**config.mk**
```make
export PLATFORM = sky130hd
export DESIGN_NAME = cmp_sar_search
export DESIGN_NICKNAME = d
export VERILOG_FILES = /design/src/rtl/cmp_sar_search.sv
export SDC_FILE = /design/constraint.sdc
export NUM_CORES = 1
export LEC_CHECK = 0
export CELL_PAD_IN_SITES_DETAIL_PLACEMENT = 1
export CELL_PAD_IN_SITES_GLOBAL_PLACEMENT = 2
export CORE_UTILIZATION = 34
export CTS_BUF_LIST = sky130_fd_sc_hd__clkbuf_8
export DETAILED_ROUTE_END_ITERATION = 16
export GPL_TIMING_DRIVEN = 0
export PLACE_DENSITY = 0.88
export REMOVE_ABC_BUFFERS = 1
export SYNTH_ARGS = -nofsm -noshare
export SYNTH_HDL_FRONTEND = slang
export SYNTH_SLANG_ARGS = --single-unit
```
**constraint.sdc**
```tcl
create_clock -name clk -period 2.3 [get_ports clk]
set_input_delay 0.23 -clock clk [delete_from_list [all_inputs] [get_ports clk]]
set_output_delay 0.23 -clock clk [all_outputs]
set_load 0.01 [all_outputs]
```
**src/rtl/cmp_sar_search.sv**
```systemverilog
// cmp_sar_search: successive-approximation search that drives the probe
// operand of a magnitude comparator and reads its le/gr/eq flags to recover
// the hidden operand. One start/done transaction per search, early exit on eq.
module cmp_sar_search #(
  parameter int WIDTH  = 4,
  parameter int SETTLE = 1
) (
  input  logic             clk,
  input  logic             rst_n,
  input  logic             start,
  input  logic             le,
  input  logic             gr,
  input  logic             eq,
  output logic [WIDTH-1:0] probe,
  output logic             busy,
  output logic             done,
  output logic [WIDTH-1:0] result,
  output logic             err
);

  localparam int IW = (WIDTH > 1) ? $clog2(WIDTH) : 1;
  localparam int CW = $clog2(SETTLE) + 1;

  localparam logic [IW-1:0]    I_TOP     = IW'(WIDTH - 1);
  localparam logic [CW-1:0]    CNT_INIT  = CW'(SETTLE - 1);
  localparam logic [WIDTH-1:0] PROBE_MSB = WIDTH'(1) << (WIDTH - 1);

  typedef enum logic [1:0] {
    S_IDLE = 2'd0,
    S_STEP = 2'd1,
    S_DONE = 2'd2
  } state_t;

  state_t           state_q,  state_d;
  logic [WIDTH-1:0] probe_q,  probe_d;
  logic [WIDTH-1:0] acc_q,    acc_d;
  logic [WIDTH-1:0] result_q, result_d;
  logic [IW-1:0]    idx_q,    idx_d;
  logic [CW-1:0]    cnt_q,    cnt_d;
  logic             busy_q,   busy_d;
  logic             done_q,   done_d;
  logic             err_q,    err_d;

  logic             flags_ok;
  logic [WIDTH-1:0] acc_upd;
  logic [WIDTH-1:0] next_bit;

  // Flags must be exactly one-hot; acc takes the probe when a lies above it,
  // and the next probe sets the next lower bit on top of the updated acc.
  always_comb begin
    flags_ok = $onehot({le, gr, eq});
    acc_upd  = gr ? probe_q : acc_q;
    next_bit = '0;
    if (idx_q != '0) begin
      next_bit = WIDTH'(1) << (idx_q - IW'(1));
    end
  end

  // State register and all datapath registers.
  always_ff @(posedge clk or negedge rst_n) begin
    if (!rst_n) begin
      state_q  <= S_IDLE;
      probe_q  <= '0;
      acc_q    <= '0;
      result_q <= '0;
      idx_q    <= '0;
      cnt_q    <= '0;
      busy_q   <= 1'b0;
      done_q   <= 1'b0;
      err_q    <= 1'b0;
    end else begin
      state_q  <= state_d;
      probe_q  <= probe_d;
      acc_q    <= acc_d;
      result_q <= result_d;
      idx_q    <= idx_d;
      cnt_q    <= cnt_d;
      busy_q   <= busy_d;
      done_q   <= done_d;
      err_q    <= err_d;
    end
  end

  // Next-state and register updates for the search sequence.
  always_comb begin
    state_d  = state_q;
    probe_d  = probe_q;
    acc_d    = acc_q;
    result_d = result_q;
    idx_d    = idx_q;
    cnt_d    = cnt_q;
    busy_d   = busy_q;
    done_d   = 1'b0;
    err_d    = err_q;

    unique case (state_q)
      S_IDLE: begin
        if (start) begin
          acc_d   = '0;
          idx_d   = I_TOP;
          probe_d = PROBE_MSB;
          cnt_d   = CNT_INIT;
          busy_d  = 1'b1;
          err_d   = 1'b0;
          state_d = S_STEP;
        end
      end

      S_STEP: begin
        if (cnt_q != '0) begin
          cnt_d = cnt_q - CW'(1);
        end else if (!flags_ok) begin
          result_d = acc_q;
          err_d    = 1'b1;
          done_d   = 1'b1;
          busy_d   = 1'b0;
          state_d  = S_DONE;
        end else if (eq) begin
          result_d = probe_q;
          done_d   = 1'b1;
          busy_d   = 1'b0;
          state_d  = S_DONE;
        end else begin
          acc_d = acc_upd;
          if (idx_q == '0) begin
            result_d = acc_upd;
            done_d   = 1'b1;
            busy_d   = 1'b0;
            state_d  = S_DONE;
          end else begin
            idx_d   = idx_q - IW'(1);
            probe_d = acc_upd | next_bit;
            cnt_d   = CNT_INIT;
          end
        end
      end

      S_DONE: begin
        state_d = S_IDLE;
      end

      default: begin
        state_d = S_IDLE;
      end
    endcase
  end

  assign probe  = probe_q;
  assign busy   = busy_q;
  assign done   = done_q;
  assign result = result_q;
  assign err    = err_q;

endmodule

```
Yosys cells after proc, flatten, opt, wreduce, memory -nomap -nowiden
Index checks and enable logic that the tools add are counted.

word-level totals
  output and inout port bits = 11
  register bits after elaboration = 20
  logic and storage cells = 82
  bits of input ports = 6

operators by class
  muxes and demuxes = 45
  shift operators = 1
  equal/unequal tests = 10
  $add $sub $neg = 4
  reduce and logical (&&, ||, !) cells = 11
  bitwise gates (word level) = 2

operators with widths
  cell                                                    number
  two-way mux 4 bit                                       14
  two-way mux 2 bit                                       10
  case mux 4 bit (2 select lines)                         2
  two-way mux 1 bit                                       14
  inequality test 2 bit (second input constant)           6
  case mux 2 bit (2 select lines)                         2
  AND reduction 4 bit                                     2
  case mux 1 bit (2 select lines)                         3
  AND reduction 3 bit                                     2
  AND reduction 6 bit                                     1
  AND reduction 5 bit                                     1
  equality test 2 x 1 -> 1 bit (second input constant)    2
  logical NOT 2 bit                                       2
  inequality test 4 bit (second input constant)           1
  OR 4 bit                                                1
  nonzero test 2 bit                                      2
  << shifter 1 x 2 -> 4 bit (first input constant)        1
  inequality test 3 x 2 -> 1 bit (second input constant)  1
  adder 1 x 1 -> 2 bit                                    1
  adder 2 x 1 -> 2 bit                                    1
  AND reduction 2 bit                                     1
  subtractor 2 x 1 -> 2 bit (second input constant)       1
  NOT 1 bit                                               1
  subtractor 1 bit (second input constant)                1

Longest topological paths before layout
Gate-level depths: netlist of the first run.

  depth in word-level cells = 9
  depth in mapped cells = 6
  depth with buffers taken out = 5

Worst setup path after synthesis of the first run
Ideal clock, no wire load.

  path kind = input -> register
  start point = input le
  end point = register probe_q[1] (netlist: probe[1])
  data arrival time = 1.651 ns
  data required time = 2.157 ns
  setup slack = 0.506 ns
  path buffers = 1
  cell stages on the path = 5
  setup time = 0.143 ns
  cell sequence = fa_1 -> or4b_1 -> buf_2 -> nor3_4 -> a211oi_1

between the ends
  cells in the longest elaborated chain, start to end = 4

ends and longest elaborated chain
  what                                        RTL line  source
  start: declaration                          11        input logic le,
  adder 2 x 1 -> 2 bit (implied by the code)  51        flags_ok = $onehot({le, gr, eq});
  equality test 2 x 1 -> 1 bit                51
  inequality test 2 bit (no source line)      -
  AND reduction 6 bit (no source line)        -
  end signal: assignment                      73        probe_q <= probe_d;
  end: declaration                            35        logic [WIDTH-1:0] probe_q, probe_d;

Every way passes these cells.
A chain may end at the register's enable or synchronous reset.

Final worst setup path of the first run
  start point = input gr
  end point = register probe_q[0] (netlist: probe[0])

between the ends
  cells in the longest elaborated chain, start to end = 7
  elaborated cells on any way between the ends = 12
  those cells by class = add/sub: 2; eq/ne: 2; mux: 6; bitwise: 1; reduce/logical: 1

ends and longest elaborated chain
  what                                                                          RTL line  source
  start: declaration                                                            12        input logic gr,
  parallel branches: the longest is 7 deep, another holds adder 1 x 1 -> 2 bit  -

Several ways; the timed one is not identified. The select of a mux whose other input is x is not followed.

==> results of run 1 <==
-- Yosys cell counts --
| master | instances | share of area, % |
|---|---|---|
| a22o_1 | 2 | 1.7 |
| o21ai_0 | 6 | 2.9 |
| nand2_1 | 3 | 1.1 |
| dfrtp_1 | 19 | 46 |
| nand2b_1 | 6 | 3.6 |
| a31o_1 | 1 | 0.85 |
| inv_1 | 5 | 1.8 |
| nand3_1 | 4 | 1.9 |
| buf_2 | 2 | 0.97 |
| ha_1 | 4 | 4.8 |
| nor3b_2 | 1 | 1.2 |
| a21oi_1 | 7 | 3.4 |
| nor4bb_1 | 1 | 0.97 |
| a21bo_1 | 1 | 0.97 |
| nor2_1 | 10 | 3.6 |
| clkbuf_1 | 2 | 0.73 |
| clkinv_1 | 1 | 0.36 |
| nor3_1 | 2 | 0.97 |
| a211oi_1 | 5 | 3.6 |
| o22ai_1 | 3 | 1.8 |
| or4b_1 | 1 | 0.97 |
| o21ai_1 | 2 | 0.97 |
| fa_1 | 1 | 1.9 |
| nor3_4 | 1 | 1.6 |
| nor4b_2 | 1 | 1.5 |
| nor2b_1 | 5 | 3.0 |
| buf_1 | 1 | 0.36 |
| or2_2 | 1 | 0.61 |
| and3b_1 | 1 | 0.85 |
| a31oi_1 | 8 | 4.8 |
-- sequential cells by signal, summed over array words and instances, names as in the netlist --
register and cells:
acc_q 4, probe 4, result 4, idx_q 2, state_q 2, busy 1
done 1, err 1
-- cell families after synthesis --
family / after synthesis / share of synthesized area [%]
buffers and inverters: 11 / 4.24
AO/OA/AOI/OAI: 35 / 21.1
flip-flops: 19 / 46.0
AND/OR/NAND/NOR: 37 / 21.9
adder cells (fa/ha/maj): 5 / 6.78
-- power breakdown --
part | total (uW) | internal, uW | switching, uW | leakage (uW)
registers | 487 | 416 | 70.3 | 0.000235
logic | 424 | 217 | 207 | 0.000279
clock network | 237 | 120 | 117 | 0.0000255
-- routing by layer --
layer | wire length (um) | GRT usage [%] | part of all wire, %
met5 | 0 | 0 | 0
met3 | 64 | 2.72 | 2.5
met4 | 0 | 3.14 | 0
met2 | 1330 | 28.9 | 51
met1 | 1210 | 25.9 | 46
-- placed cells by master (no fill, tap or decap), types with 3 or more instances in the layout --
cell,count
clkbuf_8,3
a211oi_1,5
nand3_1,4
nor2b_1,5
o21ai_0,6
nand2_1,3
ha_1,4
nor2_1,10
clkdlybuf4s50_1,14
nand2b_1,6
inv_1,5
dfrtp_1,19
a21oi_1,7
o22ai_1,3
a31oi_1,8
-- final cells by class --
cell class	instances	area share, %
repair buffers	16	12.5
multi-input cells	77	42.2
clock buffers	3	3.20
well taps	31	3.01
inverters	6	1.75
flip-flops and latches	19	36.9
clock inverters	1	0.388
-- metrics by stage --
stage	std cells	setup WS [ns]	utilization [%]	instance area, um2
2_1_floorplan	102	0.196	-	1010
3_3_place_gp	149	-0.999	42.8	1210
3_5_place_dp	149	-1.04	42.8	1210
4_1_cts	153	0.0481	45.1	1270
5_1_grt	153	0.0528	45.6	1290
6_report	153	0.151	45.6	1290
-- worst max-delay path by stage --
stage          start       end  slack [ns]  depth (start not counted)
6_report          gr  probe[0]        0.15                          5
5_1_grt           gr  probe[1]        0.05                          5
4_1_cts           eq  acc_q[0]        0.05                          5
3_5_place_dp      gr  acc_q[0]       -1.04                          5
3_3_place_gp      gr  acc_q[0]        -1.0                          5
2_1_floorplan     le  acc_q[0]        0.20                          4
-- critical path: stages --
cell           delay [ns]
dlygate4sd2_1        0.43
fa_2                 0.67
or4b_4               0.56
nor3_4               0.24
a211oi_1             0.12
-- timing repair --
item / CTS / global route
buffers inserted: 0 / 0
setup endpoints to repair: 17 / 10
gates resized for setup: 4 / 3
pin swaps: 0 / 1
hold buffers: 0 / 0
endpoints found under the hold margin: 0 / 0
==> impl_metrics.json, run 1 <==
{
  "seq_area_frac_synth_pct": 46.0,
  "cts.sinks": 19,
  "numCtsBuffers": 3,
  "timing.setup.tns_ns": 0,
  "multi_input_area_um2": 544,
  "io_buffer_count": 16,
  "fin_nets": 134,
  "areaGrowthSynthToFinish_pct": 24.7,
  "cp-end-kind": "flip-flop",
  "drtIter0Drc": 14,
  "r2r-start": "idx_q[0]",
  "cap_viol_max_count": 0,
  "min_period_ns": 2.15,
  "setup_viol": 0,
  "grt_first_pass_wirelength_um": 4450,
  "crit_type": "input pin to flip-flop",
  "clockBufferDepth": 2,
  "maxSlewViolCount": 0,
  "gp_congestion": 0.742,
  "path_max_fanout": 15,
  "finalCritPeriodShare_pct": 93.4,
  "reg2reg_slack_ns": 0.44,
  "diodes": 0,
  "die_w_um": 57.1,
  "clock_skew_ns": 0.00232,
  "syn_inst": 107,
  "routed_via_density": 5.69,
  "grt_max_degree": 20,
  "cp.required_ns": 2.40,
  "max_slew_margin_pct": 41.1,
  "power_uw": 1150,
  "ir_drop_uv": 425,
  "fillCellCount": 331,
  "drcViolationCount": 5,
  "dieArea_mm2": 0.00326,
  "clock_latency_ns": 0.25,
  "clockRootBuffer": "clkbuf_8",
  "r2r_cells": 5,
  "synth_warnings": 0,
  "fp.dieH_um": 57.1,
  "failed_checks": "design-rule violations",
  "cts_tree": "yes",
  "postRouteWirelength_um": 2610,
  "arrival_ns": 2.25,
  "drive_gt1_share_pct": 9.02,
  "rows": 19,
  "regToRegEndpoint": "probe[0]",
  "vias": 871,
  "grtUsageTotal_pct": 17.9,
  "pin_count": 17,
  "synth_area_per_cell_um2": 9.66,
  "ys_seq_elements": 19,
  "cts_max_level": 1,
  "grt_overflow": 0,
  "hold_violations": 0,
  "rsz0062_at_grt": "false",
  "antenna_found_initial": 0,
  "power.static_leakage_uw": 0.000540,
  "dr.pass1.iters": 10,
  "place_hpwl_um": 1920,
  "outcome": "finished with violations",
  "syn_area_mm2": 0.00103,
  "grt_pass1_vias": 870,
  "register_area_um2": 475,
  "max_freq_ghz": 0.465,
  "power-per-cell-area_mw_per_mm2": 890,
  "critPathLaunchType": "input pin",
  "coreArea_mm2": 0.00283,
  "min_path_type": "input pin to async pin",
  "synth.distinct_cells": 30,
  "worst_pin_slew_ns": 0.881,
  "start_util_pct": 36.5,
  "path_clk_slew_ns": 0.07,
  "whs_ns": 0.470,
  "drtAntennaViolNets": 0,
  "detail_route.wl_per_cell_um": 17.0
}
Power figures use the tool's default switching activity.
==> inputs of run 2 (changes only) <==
Settings changed: CORE_UTILIZATION 34 to 30, HOLD_SLACK_MARGIN set to 0.1, PLACE_DENSITY 0.88 to 0.83.
Clock period 2.3 ns to 1.95 ns, I/O delays scaled along.
==> run 2 against run 1 <==
  * The run now ends clean
  * Sequential cell count unchanged
  * Sequential power increased by 18%
  * Non-clock buffer count increased by 5
  * Final cell count increased by 12%
  * Clock skew increased by 0.0024 ns
  * Combinational power increased by 26%
  * Global-route usage decreased by 0.14 points
  * Critical path depth unchanged
  * Clock-buffer cell count unchanged
  * Sequential share of layout area decreased by 1.8 points
  * Hold slack got worse by 0.052 ns
==> impl_metrics.json, run 2 (synthesized netlist as in run 1, its figures left out) <==
{
  "grt_first_pass_wirelength_um": 4600,
  "crit_slowest_cell": "or4b_4",
  "r2r-start": "idx_q[0]",
  "clock_skew_ns": 0.00467,
  "fp.dieH_um": 60.7,
  "coreArea_mm2": 0.00315,
  "max_freq_ghz": 0.543,
  "r2r_cells": 5,
  "crit_chain": "inv_1 -> ha_1 -> or4b_4 -> nor3_4 -> a211oi_1",
  "antenna_found_initial": 0,
  "arrival_ns": 1.95,
  "dieArea_mm2": 0.00368,
  "reg2reg_slack_ns": 0.11,
  "cts.sinks": 19,
  "path_max_fanout": 4,
  "clockRootBuffer": "clkbuf_8",
  "detail_route.wl_per_cell_um": 16.0,
  "clock_latency_ns": 0.26,
  "drive_gt1_share_pct": 15.7,
  "grtUsageTotal_pct": 17.8,
  "power-per-cell-area_mw_per_mm2": 1020,
  "grt_overflow": 0,
  "maxSlewViolCount": 0,
  "numCtsBuffers": 3,
  "areaGrowthSynthToFinish_pct": 31.2,
  "cp.required_ns": 2.06,
  "clockBufferDepth": 2,
  "busiest_layer": "met2",
  "cts_max_level": 1,
  "min_period_ns": 1.84,
  "fillCellCount": 371,
  "final_common_cell": "dfrtp_1",
  "vias": 866,
  "cap_viol_max_count": 0,
  "final_cell_mix": "dfrtp_1, clkdlybuf4s50_1, nor2_1",
  "grt_pass1_vias": 916,
  "gp_congestion": 0.795,
  "outcome": "finished, final reports clean",
  "dr.pass1.iters": 4,
  "crit_type": "flip-flop to flip-flop",
  "path_clk_slew_ns": 0.07,
  "power.static_leakage_uw": 0.000572,
  "grt_max_degree": 20,
  "pin_count": 17,
  "rsz0062_at_grt": "false",
  "whs_ns": 0.418,
  "routed_via_density": 5.06,
  "slowest_delay_ns": 0.56,
  "drcViolationCount": 0,
  "place_hpwl_um": 1980,
  "diodes": 0,
  "use_met3_pct": 4.69,
  "io_buffer_count": 16,
  "min_path_type": "input pin to async pin",
  "grtUsageMet1_pct": 21.6,
  "cp-end-kind": "flip-flop",
  "start_util_pct": 32.8,
  "drtAntennaViolNets": 0,
  "postRouteWirelength_um": 2740,
  "hold_violations": 0,
  "setup_viol": 0,
  "max_slew_margin_pct": 42.5,
  "met2_usage_pct": 31.6,
  "ir_drop_uv": 731,
  "regToRegEndpoint": "probe[1]",
  "worst_pin_slew_ns": 0.860,
  "die_w_um": 60.7,
  "finalCritPeriodShare_pct": 94.4,
  "critPathLaunchType": "flip-flop",
  "timing.setup.tns_ns": 0,
  "drtIter0Drc": 24,
  "fin_nets": 139,
  "rows": 20,
  "cts_tree": "yes"
}
run 2: cell types whose count changed in the layout (fill, tap and decap cells not counted):
cell	previous run	this run
buf_12	0	1
clkbuf_2	0	1
clkdlybuf4s50_1	14	13
a211oi_1	5	3
buf_2	0	1
dlygate4sd2_1	1	0
a211oi_2	0	2
buf_4	0	4
run 2: layer usage:
| metal | share of wire [%] | up-vias |
|---|---|---|
| met4 | 0.84 | 0 |
| li1 | - | 421 |
| met3 | 3.7 | 4 |
| met5 | 0 | - |
| met1 | 47 | 423 |
| met2 | 49 | 18 |
run 2: critical path: cells and delay by family, from the launching register on:
kind | cells | cell delay (ns)
buf+inv | 1 | 0.09
flops | 1 | 0.39
compound gates | 1 | 0.11
fa+ha+maj | 1 | 0.27
simple gates | 2 | 0.82
run 2: cell type report:
class                           instances  area, um2  area share (%)
Multi-Input combinational cell         77        554            40.9
Sequential cell                        19        475            35.1
Timing Repair Buffer                   21        203            14.9
Tap cell                               44       55.1            4.06
Clock buffer                            3       41.3            3.04
Inverter                                6       22.5            1.66
Clock inverter                          1       5.00           0.369
run 2: report_power, final:
part | switching [uW] | internal (uW) | total (uW)
Clock | 134 | 142 | 277
Combinational | 263 | 272 | 534
Sequential | 84.8 | 492 | 576
Total | 482 | 906 | 1390
run 2: worst max path at each step:
stage	start	end	slack (ns)	cells past startpoint
6_report	idx_q[0]	probe[1]	0.11	5
5_1_grt	idx_q[0]	probe[1]	0.02	5
4_1_cts	le	probe[0]	0.02	5
3_5_place_dp	gr	acc_q[0]	-1.37	5
3_3_place_gp	gr	acc_q[0]	-1.23	5
2_1_floorplan	le	acc_q[0]	-0.12	4
run 2: stage by stage:
stage                     power [uW]  instances  cell area, um2  util, %  worst slack [ns]
after floorplan                  815        102            1010        -            -0.119
after global placement          1050        162            1230     38.9             -1.23
after detailed placement        1080        162            1230     38.9             -1.37
after CTS                       1390        169            1330     42.1            0.0172
after global routing            1490        171            1360     43.0            0.0222
final                           1390        171            1360     43.0             0.109
run 2: repair_timing:
action	4_1_cts	5_1_grt
buffers inserted	3	2
pin swaps	3	2
setup endpoints to repair	18	5
gates resized for setup	9	7
hold buffers	0	0
endpoints found under the hold margin	0	0
